### src/rtl/button_pkg.sv
// Shared types and helpers for the push-button conditioning path.
package button_pkg;

    typedef enum logic [1:0] {
        RELEASED,
        CHECK_PRESS,
        PRESSED,
        CHECK_RELEASE
    } state_e;

    function automatic int unsigned cnt_width(input int unsigned n);
        return $clog2(n) + 1;
    endfunction

endpackage

### src/rtl/synchronizer.sv
// Flop-chain synchroniser for an asynchronous pad input; reset loads ResetValue into every stage.
module synchronizer #(
    parameter int unsigned Stages     = 2,
    parameter logic        ResetValue = 1'b0
) (
    input  logic clk_i,
    input  logic rst_i,
    input  logic d_i,
    output logic q_o
);

    logic [Stages-1:0] r_sync;

    always_ff @(posedge clk_i or posedge rst_i) begin
        if (rst_i) begin
            r_sync <= {Stages{ResetValue}};
        end else begin
            r_sync <= {r_sync[Stages-2:0], d_i};
        end
    end

    assign q_o = r_sync[Stages-1];

endmodule

### src/rtl/button_debouncer.sv
// Debounces a raw push-button into a clean level plus press, release and long-press pulses.
module button_debouncer
    import button_pkg::*;
#(
    parameter logic        ActiveLow       = 1'b1,
    parameter int unsigned SyncStages      = 2,
    parameter int unsigned StableCycles    = 160_000,
    parameter int unsigned LongPressCycles = 16_000_000
) (
    input  logic clk_i,
    input  logic rst_i,
    input  logic btn_i,
    output logic pressed_o,
    output logic press_o,
    output logic release_o,
    output logic long_press_o
);

    localparam int unsigned StableW = cnt_width(StableCycles);
    localparam int unsigned HoldW   = cnt_width(LongPressCycles);

    localparam logic [StableW-1:0] StableLast = StableW'(StableCycles - 1);
    localparam logic [StableW-1:0] StableMax  = StableW'(StableCycles);
    localparam logic [HoldW-1:0]   HoldLast   = HoldW'(LongPressCycles - 1);
    localparam logic [HoldW-1:0]   HoldMax    = HoldW'(LongPressCycles);

    logic w_btn_sync;
    logic w_btn_s;

    synchronizer #(
        .Stages     (SyncStages),
        .ResetValue (ActiveLow)
    ) u_sync (
        .clk_i (clk_i),
        .rst_i (rst_i),
        .d_i   (btn_i),
        .q_o   (w_btn_sync)
    );

    assign w_btn_s = w_btn_sync ^ ActiveLow;

    state_e             r_state, w_state_d;
    logic [StableW-1:0] r_stable, w_stable_d;
    logic [HoldW-1:0]   r_hold, w_hold_d;
    logic               r_fired, w_fired_d;
    logic               r_pressed, w_pressed_d;
    logic               r_press, w_press_d;
    logic               r_release, w_release_d;
    logic               r_long, w_long_d;

    always_comb begin
        w_state_d   = r_state;
        w_stable_d  = r_stable;
        w_hold_d    = r_hold;
        w_fired_d   = r_fired;
        w_press_d   = 1'b0;
        w_release_d = 1'b0;
        w_long_d    = 1'b0;

        // Hold time keeps accruing through release bounces so they do not restart it.
        if ((r_state == PRESSED || r_state == CHECK_RELEASE) && r_hold < HoldMax) begin
            w_hold_d = r_hold + 1'b1;
        end

        unique case (r_state)
            RELEASED: begin
                if (w_btn_s) begin
                    w_state_d  = CHECK_PRESS;
                    w_stable_d = StableW'(1);
                end
            end
            CHECK_PRESS: begin
                if (!w_btn_s) begin
                    w_state_d  = RELEASED;
                    w_stable_d = '0;
                end else if (r_stable >= StableLast) begin
                    w_state_d  = PRESSED;
                    w_stable_d = '0;
                    w_hold_d   = '0;
                    w_fired_d  = 1'b0;
                    w_press_d  = 1'b1;
                end else if (r_stable < StableMax) begin
                    w_stable_d = r_stable + 1'b1;
                end
            end
            PRESSED: begin
                if (!w_btn_s) begin
                    w_state_d  = CHECK_RELEASE;
                    w_stable_d = StableW'(1);
                end else if (!r_fired && w_hold_d >= HoldLast) begin
                    w_long_d  = 1'b1;
                    w_fired_d = 1'b1;
                end
            end
            CHECK_RELEASE: begin
                if (w_btn_s) begin
                    w_state_d  = PRESSED;
                    w_stable_d = '0;
                end else if (r_stable >= StableLast) begin
                    w_state_d   = RELEASED;
                    w_stable_d  = '0;
                    w_release_d = 1'b1;
                end else if (r_stable < StableMax) begin
                    w_stable_d = r_stable + 1'b1;
                end
            end
            default: begin
                w_state_d  = RELEASED;
                w_stable_d = '0;
            end
        endcase

        w_pressed_d = (w_state_d == PRESSED) || (w_state_d == CHECK_RELEASE);
    end

    always_ff @(posedge clk_i or posedge rst_i) begin
        if (rst_i) begin
            r_state   <= RELEASED;
            r_stable  <= '0;
            r_hold    <= '0;
            r_fired   <= 1'b0;
            r_pressed <= 1'b0;
            r_press   <= 1'b0;
            r_release <= 1'b0;
            r_long    <= 1'b0;
        end else begin
            r_state   <= w_state_d;
            r_stable  <= w_stable_d;
            r_hold    <= w_hold_d;
            r_fired   <= w_fired_d;
            r_pressed <= w_pressed_d;
            r_press   <= w_press_d;
            r_release <= w_release_d;
            r_long    <= w_long_d;
        end
    end

    assign pressed_o    = r_pressed;
    assign press_o      = r_press;
    assign release_o    = r_release;
    assign long_press_o = r_long;

endmodule
### config.mk
export PLATFORM = sky130hd
export DESIGN_NAME = button_debouncer
export DESIGN_NICKNAME = d
export VERILOG_FILES = /design/src/rtl/button_pkg.sv /design/src/rtl/synchronizer.sv /design/src/rtl/button_debouncer.sv
export SDC_FILE = /design/constraint.sdc
export NUM_CORES = 1
export LEC_CHECK = 0
export ABC_AREA = 0
export CELL_PAD_IN_SITES_DETAIL_PLACEMENT = 1
export CELL_PAD_IN_SITES_GLOBAL_PLACEMENT = 1
export CORE_UTILIZATION = 35
export CTS_BUF_LIST = sky130_fd_sc_hd__clkbuf_8
export DETAILED_ROUTE_END_ITERATION = 10
export GPL_TIMING_DRIVEN = 1
export PLACE_DENSITY_LB_ADDON = 0.1
export SLEW_MARGIN = 25
export SYNTH_ARGS = -nofsm -noshare
export SYNTH_HDL_FRONTEND = slang
export SYNTH_SLANG_ARGS = --single-unit
### constraint.sdc
create_clock -name clk_i -period 3 [get_ports clk_i]
set_clock_uncertainty 0.15 [all_clocks]
set_input_delay 0.6 -clock clk_i [delete_from_list [all_inputs] [get_ports clk_i]]
set_output_delay 0.6 -clock clk_i [all_outputs]
set_load 0.05 [all_outputs]
==> flow_metrics.env, run 1 <==
export IMPL_outcome="complete, no violations"
export IMPL_cts_buffers_inserted=5
export IMPL_synth_area_leaders="dfrtp_1, xnor2_1, nor2_1, nand2_1, and3_1"
export IMPL_netlist_instances=363
export IMPL_fin_hold_ws_ns=0.214
export IMPL_rsz0062_at_grt="false"
export IMPL_insertedDiodeCount=0
export IMPL_start_kind="register"
export IMPL_drt_pass1_iterations=4
export IMPL_postSynthAreaPerCell_um2=8.96
export IMPL_synth_main_ff_cell="dfrtp_1"
export IMPL_slew_viol_final=0
export IMPL_hp_class="reg2reg"
export IMPL_viasPerCell=5.54
export IMPL_seqPwrFrac_pct=52.9
export IMPL_core_area_mm2=0.00885
export IMPL_post_drt_wl_per_cell_um=17.1
export IMPL_drtIter0Drc=57
export IMPL_vias=2752
export IMPL_drive_gt1_share_pct=15.2
export IMPL_cp_end_kind="register"
export IMPL_worst_slew_pin_slew_ns=0.494
export IMPL_grt_pass1_wl_mm=14.7
export IMPL_die_w_um=98.4
export IMPL_clock_tree_buffer_depth=2
export IMPL_design_area_mm2=0.00372
export IMPL_post_cts_buffers=0
export IMPL_cpMaxStageDelayCell="o31ai_4"
export IMPL_yosysWarnings=0
export IMPL_ys_top_cells_by_count="dfrtp_1, nor2_1, nand2_1, xnor2_1"
export IMPL_cts_hold_buffers=0
export IMPL_path_common_cell="a2111oi_4"
export IMPL_syn_cell_area_mm2=0.00325
export IMPL_p_leak_nw=1.54
export IMPL_synth_most_common_cell="dfrtp_1"
export IMPL_ys_ff_latch=52
export IMPL_ir_drop_uv=177
export IMPL_async_flop_share_pct=100
export IMPL_hold_viol_final=0
export IMPL_synth_top_area_share_pct=38.5
export IMPL_power_frac_clock_pct=31.3
export IMPL_critPathKind="reg2reg"
export IMPL_antenna_found_initial=0
export IMPL_fillers=1023
export IMPL_slew_headroom_pct=67.0
export IMPL_die_area_mm2=0.00968
export IMPL_yosysSeqAreaShare_pct=40.1
export IMPL_path_clk_slew_ns=0.11
export IMPL_setup_viol=0
export IMPL_p_int_w=0.000971
export IMPL_period_minus_slack_ns=2.82
export IMPL_ant_nets=0
export IMPL_cap_violations=0
export IMPL_core_rowCount=34
export IMPL_cts_tree="built"
export IMPL_areaGrowthSynthToFinish_pct=14.4
export IMPL_grt_max_degree=53
export IMPL_tns_ns=0
export IMPL_fin_crit_sh_pct=94.1
export IMPL_drc=0
export IMPL_cts_sink_count=52
export IMPL_syn_nets=373
export IMPL_clk_latency_ns=0.32
export IMPL_max_freq_ghz=0.354
export IMPL_ctsRootBufferMaster="clkbuf_8"
export IMPL_post_place_cells=489
export IMPL_combPwrFrac_pct=15.8
export IMPL_initial_core_util_pct=36.8
export IMPL_ff_latch_area_mm2=0.00131
export IMPL_placed_area_mm2=0.00360
export IMPL_num_io_pins=7
export IMPL_utilization_pct=42.1
export IMPL_cp_required_ns=3.10
export IMPL_crit_fanout=8
export IMPL_swShare_pct=30.9
export IMPL_synth_edf_count=0
export IMPL_wl_mm=8.50
export IMPL_die_h_um=98.4
export IMPL_grt_overflow=0
export IMPL_place_congestion=0.786
export IMPL_slowest_delay_ns=0.50
export IMPL_p_sw_w=0.000434
export IMPL_multi_input_area_mm2=0.00188
export IMPL_finalNonFillerCells=497
export IMPL_yosysTopAreaCell="dfrtp_1"
export IMPL_synth_cell_type_count=59
export IMPL_port_buffers=6
export IMPL_path_cells="nand3b_1, o31ai_4, a2111oi_4, buf_4, a311oi_1, o31ai_1, a2111oi_4, o221ai_2, o21ai_2"
export IMPL_grt_pass1_vias=2965
export IMPL_dp_hpwl_mm=6.09
export IMPL_power_per_cell_area_mw_per_mm2=377
export IMPL_worstPathArrival_ns=2.93
export IMPL_nets=398
export IMPL_grt_use_total_pct=18.8
export IMPL_htree_levels=2
==> layer usage <==
metal	vias up	global-route usage (%)	share of wire, %
li1	1353	-	-
met1	1372	26.1	50
met2	21	31.3	47
met3	6	2.98	2.1
met4	0	3.79	0.82
met5	-	0	0
==> cell families (layout without fill, tap and decap cells) <==
family                   count (synthesis)  in the layout  synth area share (%)
XOR/XNOR                                30             30                  8.08
AND/OR/NAND/NOR                        176            176                  28.6
buffers and inverters                   24             50                  3.31
multiplexers                             5              5                  1.58
adder cells (fa/ha/maj)                  7              7                  2.69
flip-flops                              52             52                  40.1
AO/OA/AOI/OAI                           69             69                  15.7
==> metrics by stage <==
stage                     total power [W]  setup slack (ns)
after floorplan                  0.000903             0.158
after global placement           0.000977            0.0339
after detailed placement         0.000983           -0.0650
after CTS                         0.00143            0.0358
after global routing              0.00149           0.00280
final                             0.00141             0.178
==> path summary, 6_finish.rpt <==
path / slack, ns / end / from / depth (start not counted)
min reg2reg: 0.21 / u_sync.r_sync[1]$_DFF_PP1_ / u_sync.r_sync[0]$_DFF_PP1_ / 0
max: 0.18 / r_fired$_DFFE_PP0P_ / r_hold[24]$_DFF_PP0_ / 9
min: 0.21 / u_sync.r_sync[1]$_DFF_PP1_ / u_sync.r_sync[0]$_DFF_PP1_ / 0
max reg2reg: 0.18 / r_fired$_DFFE_PP0P_ / r_hold[24]$_DFF_PP0_ / 9
max in group asynchronous: 1.93 / u_sync.r_sync[1]$_DFF_PP1_ / rst_i / 3
min in group asynchronous: 0.48 / r_stable[9]$_DFFE_PP0P_ / rst_i / 3
==> critical path, delay by kind of cell, from the launching register on <==
| family | cells | cell delay, ns |
|---|---|---|
| compound gates | 7 | 1.70 |
| flops | 1 | 0.42 |
| simple gates | 1 | 0.28 |
| buf+inv | 1 | 0.20 |
==> state kept, by name (all words and copies together), names as in the netlist <==
signal         cells
u_sync.r_sync      2
r_stable          19
r_hold            25
r_state            1
release_o          1
r_fired            1
press_o            1
pressed_o          1
long_press_o       1
==> what timing repair did <==
item                                    CTS  global route
endpoints found under the setup margin    2             3
pin swaps                                 0             1
resized for setup                         2             6
==> power by group through the flow <==
stage	Clock (W)	Sequential, W	Combinational [W]
6_report	0.000440	0.000743	0.000222
5_1_grt	0.000486	0.000747	0.000254
4_1_cts	0.000458	0.000744	0.000226
3_5_place_dp	0	0.000757	0.000226
3_3_place_gp	0	0.000756	0.000221
2_1_floorplan	0	0.000749	0.000155
==> placed cells by master, fill, tap and decap left out, types with 5 or more instances in the layout <==
cell type        instances
a21oi_1                 14
and2_1                   7
and3_1                  16
buf_4                   27
clkbuf_8                 5
clkdlybuf4s50_1          6
dfrtp_1                 49
ha_1                     7
inv_1                    7
nand2_1                 35
nand3_1                 16
nand4_1                 12
nor2_1                  47
nor3_1                   8
o21ai_0                 14
o31ai_1                  6
xnor2_1                 21
xor2_1                   9
==> final cells by class <==
type | instances | area share (%)
Clock buffer | 5 | 1.85
Clock inverter | 3 | 0.605
Inverter | 8 | 0.807
Multi-Input combinational cell | 287 | 50.5
Sequential cell | 52 | 35.1
Tap cell | 108 | 3.63
Timing Repair Buffer | 34 | 7.60
Power figures use the tool's default switching activity.
==> run 2: changes to the inputs <==
- ABC_CLOCK_PERIOD_IN_PS: default -> 3000
==> results of run 2 <==
Same layout as run 1: the final DEF is identical, and so are final timing and power.
==> run 3: changes to the inputs <==
- CELL_PAD_IN_SITES_DETAIL_PLACEMENT: 1 -> default
- CELL_PAD_IN_SITES_GLOBAL_PLACEMENT: 1 -> default
- PLACE_DENSITY_LB_ADDON: 0.1 -> default
==> run 3 against run 2 <==
  * Critical path depth did not move
  * Highest routed layer unchanged
  * Routed wire length down 14%
  * Worst hold slack lost 0.012 ns
  * Flip-flop and latch count is the same
  * First-iteration DRC count rose to 2.7 times the previous value
  * Critical path type unchanged
  * Register-to-register slack better by 0.02 ns
  * Via count down 2.4%
==> flow_metrics.env, run 3 (same netlist as run 1, synthesis figures left out) <==
export IMPL_start_kind="register"
export IMPL_cts_sink_count=52
export IMPL_cp_required_ns=3.10
export IMPL_path_common_cell="a2111oi_4"
export IMPL_clk_latency_ns=0.31
export IMPL_grt_use_total_pct=16.2
export IMPL_core_area_mm2=0.00885
export IMPL_areaGrowthSynthToFinish_pct=12.2
export IMPL_die_area_mm2=0.00968
export IMPL_num_io_pins=7
export IMPL_cp_end_kind="register"
export IMPL_slew_headroom_pct=54.5
export IMPL_critPathKind="reg2reg"
export IMPL_drt_pass1_iterations=4
export IMPL_grt_pass1_wl_mm=12.8
export IMPL_max_freq_ghz=0.357
export IMPL_nets=389
export IMPL_grt_pass1_vias=2656
export IMPL_die_w_um=98.4
export IMPL_grt_max_degree=53
export IMPL_initial_core_util_pct=36.8
export IMPL_fillers=879
export IMPL_cts_buffers_inserted=5
export IMPL_clock_tree_buffer_depth=2
export IMPL_drtIter0Drc=153
export IMPL_post_drt_wl_per_cell_um=15.0
export IMPL_multi_input_area_mm2=0.00188
export IMPL_hold_viol_final=0
export IMPL_ff_latch_area_mm2=0.00131
export IMPL_reg_top3="r_hold x25, r_stable x19, u_sync.r_sync x2"
export IMPL_wl_mm=7.34
export IMPL_cap_violations=0
export IMPL_crit_fanout=7
export IMPL_htree_levels=2
export IMPL_power_w=0.00138
export IMPL_cts_tree="built"
export IMPL_path_clk_slew_ns=0.10
export IMPL_place_congestion=0.934
export IMPL_drive_gt1_share_pct=13.7
export IMPL_fin_crit_sh_pct=93.3
export IMPL_drc=0
export IMPL_dp_hpwl_mm=5.21
export IMPL_die_h_um=98.4
export IMPL_p_leak_nw=1.45
export IMPL_setup_viol=0
export IMPL_ant_nets=0
export IMPL_outcome="complete, no violations"
export IMPL_core_rowCount=34
export IMPL_grt_overflow=0
export IMPL_slowest_delay_ns=0.52
export IMPL_tns_ns=0
export IMPL_worst_slew_pin_slew_ns=0.683
export IMPL_ctsRootBufferMaster="clkbuf_8"
export IMPL_period_minus_slack_ns=2.80
export IMPL_mostFrequentLayoutCells="dfrtp_1, nor2_1, nand2_1, xnor2_1, buf_4"
export IMPL_cpMaxStageDelayCell="o31ai_4"
export IMPL_largest_register="r_hold"
export IMPL_path_cells="nand3b_1, o31ai_4, a2111oi_4, buf_4, a311oi_1, o31ai_1, a2111oi_4, o221ai_2, o21ai_2"
export IMPL_port_buffers=6
export IMPL_rsz0062_at_grt="false"
export IMPL_insertedDiodeCount=0
export IMPL_hp_class="reg2reg"
export IMPL_power_per_cell_area_mw_per_mm2=377
export IMPL_viasPerCell=5.50
export IMPL_vias=2686
export IMPL_ir_drop_uv=186
export IMPL_antenna_found_initial=0
export IMPL_slew_viol_final=0
export IMPL_final_common_cell="dfrtp_1"
export IMPL_largest_register_ffs=25
export IMPL_worstPathArrival_ns=2.90
## run 3: power breakdown
part | internal (W) | switching, W | total, W
combinational | 0.0000802 | 0.000133 | 0.000213
clock | 0.000166 | 0.000255 | 0.000420
sequential | 0.000720 | 0.0000234 | 0.000744
total | 0.000967 | 0.000411 | 0.00138
## run 3: timing repair
| item | in CTS | in global routing |
|---|---|---|
| hold buffers | 0 | 0 |
| resized for setup | 2 | 9 |
| setup buffers | 0 | 1 |
| setup endpoints to repair | 1 | 2 |
| pin swaps | 0 | 3 |
## run 3: area by class of cell
type	instances	area share [%]
multi-input cells	287	51.6
inverters	8	0.823
flip-flops and latches	52	35.8
clock inverters	3	0.651
repair buffers	25	5.55
well taps	108	3.70
clock buffers	5	1.89
## run 3: layer usage
metal	GRT usage [%]	wire, um	vias to the layer above
met4	6.43	135	0
met1	21.7	3530	1285
met3	2.70	226	14
li1	-	-	1336
met2	26.3	3450	51
met5	0	0	-
## run 3: final timing paths
kind,from,end,slack [ns],cells after the start
hold / removal,u_sync.r_sync[0]$_DFF_PP1_,u_sync.r_sync[1]$_DFF_PP1_,0.20,0
hold reg to reg,u_sync.r_sync[0]$_DFF_PP1_,u_sync.r_sync[1]$_DFF_PP1_,0.20,0
setup reg to reg,r_hold[24]$_DFF_PP0_,r_fired$_DFFE_PP0P_,0.20,9
setup / recovery,r_hold[24]$_DFF_PP0_,r_fired$_DFFE_PP0P_,0.20,9
max in group asynchronous,rst_i,pressed_o$_DFF_PP0_,1.58,3
min in group asynchronous,rst_i,r_hold[8]$_DFF_PP0_,0.63,3
## run 3: metrics by stage
| step | instances | utilization (%) | instance area [um2] | hold slack [ns] | worst slack (ns) |
|---|---|---|---|---|---|
| after CTS | 487 | 40.9 | 3620 | 0.200 | 0.0197 |
| after floorplan | 363 | - | 3250 | 0.195 | 0.158 |
| after detailed placement | 479 | 39.6 | 3510 | 0.197 | 0.0616 |
| after global routing | 488 | 41.2 | 3650 | 0.203 | 0.0350 |
| after global placement | 479 | 39.6 | 3510 | 0.199 | 0.131 |
| final | 488 | 41.2 | 3650 | 0.202 | 0.200 |
## run 3: worst max-delay path, delay by kind of cell, from the launching register on
family | cells | cell delay, ns
flops | 1 | 0.42
simple gates | 1 | 0.28
compound gates | 7 | 1.70
buf+inv | 1 | 0.18
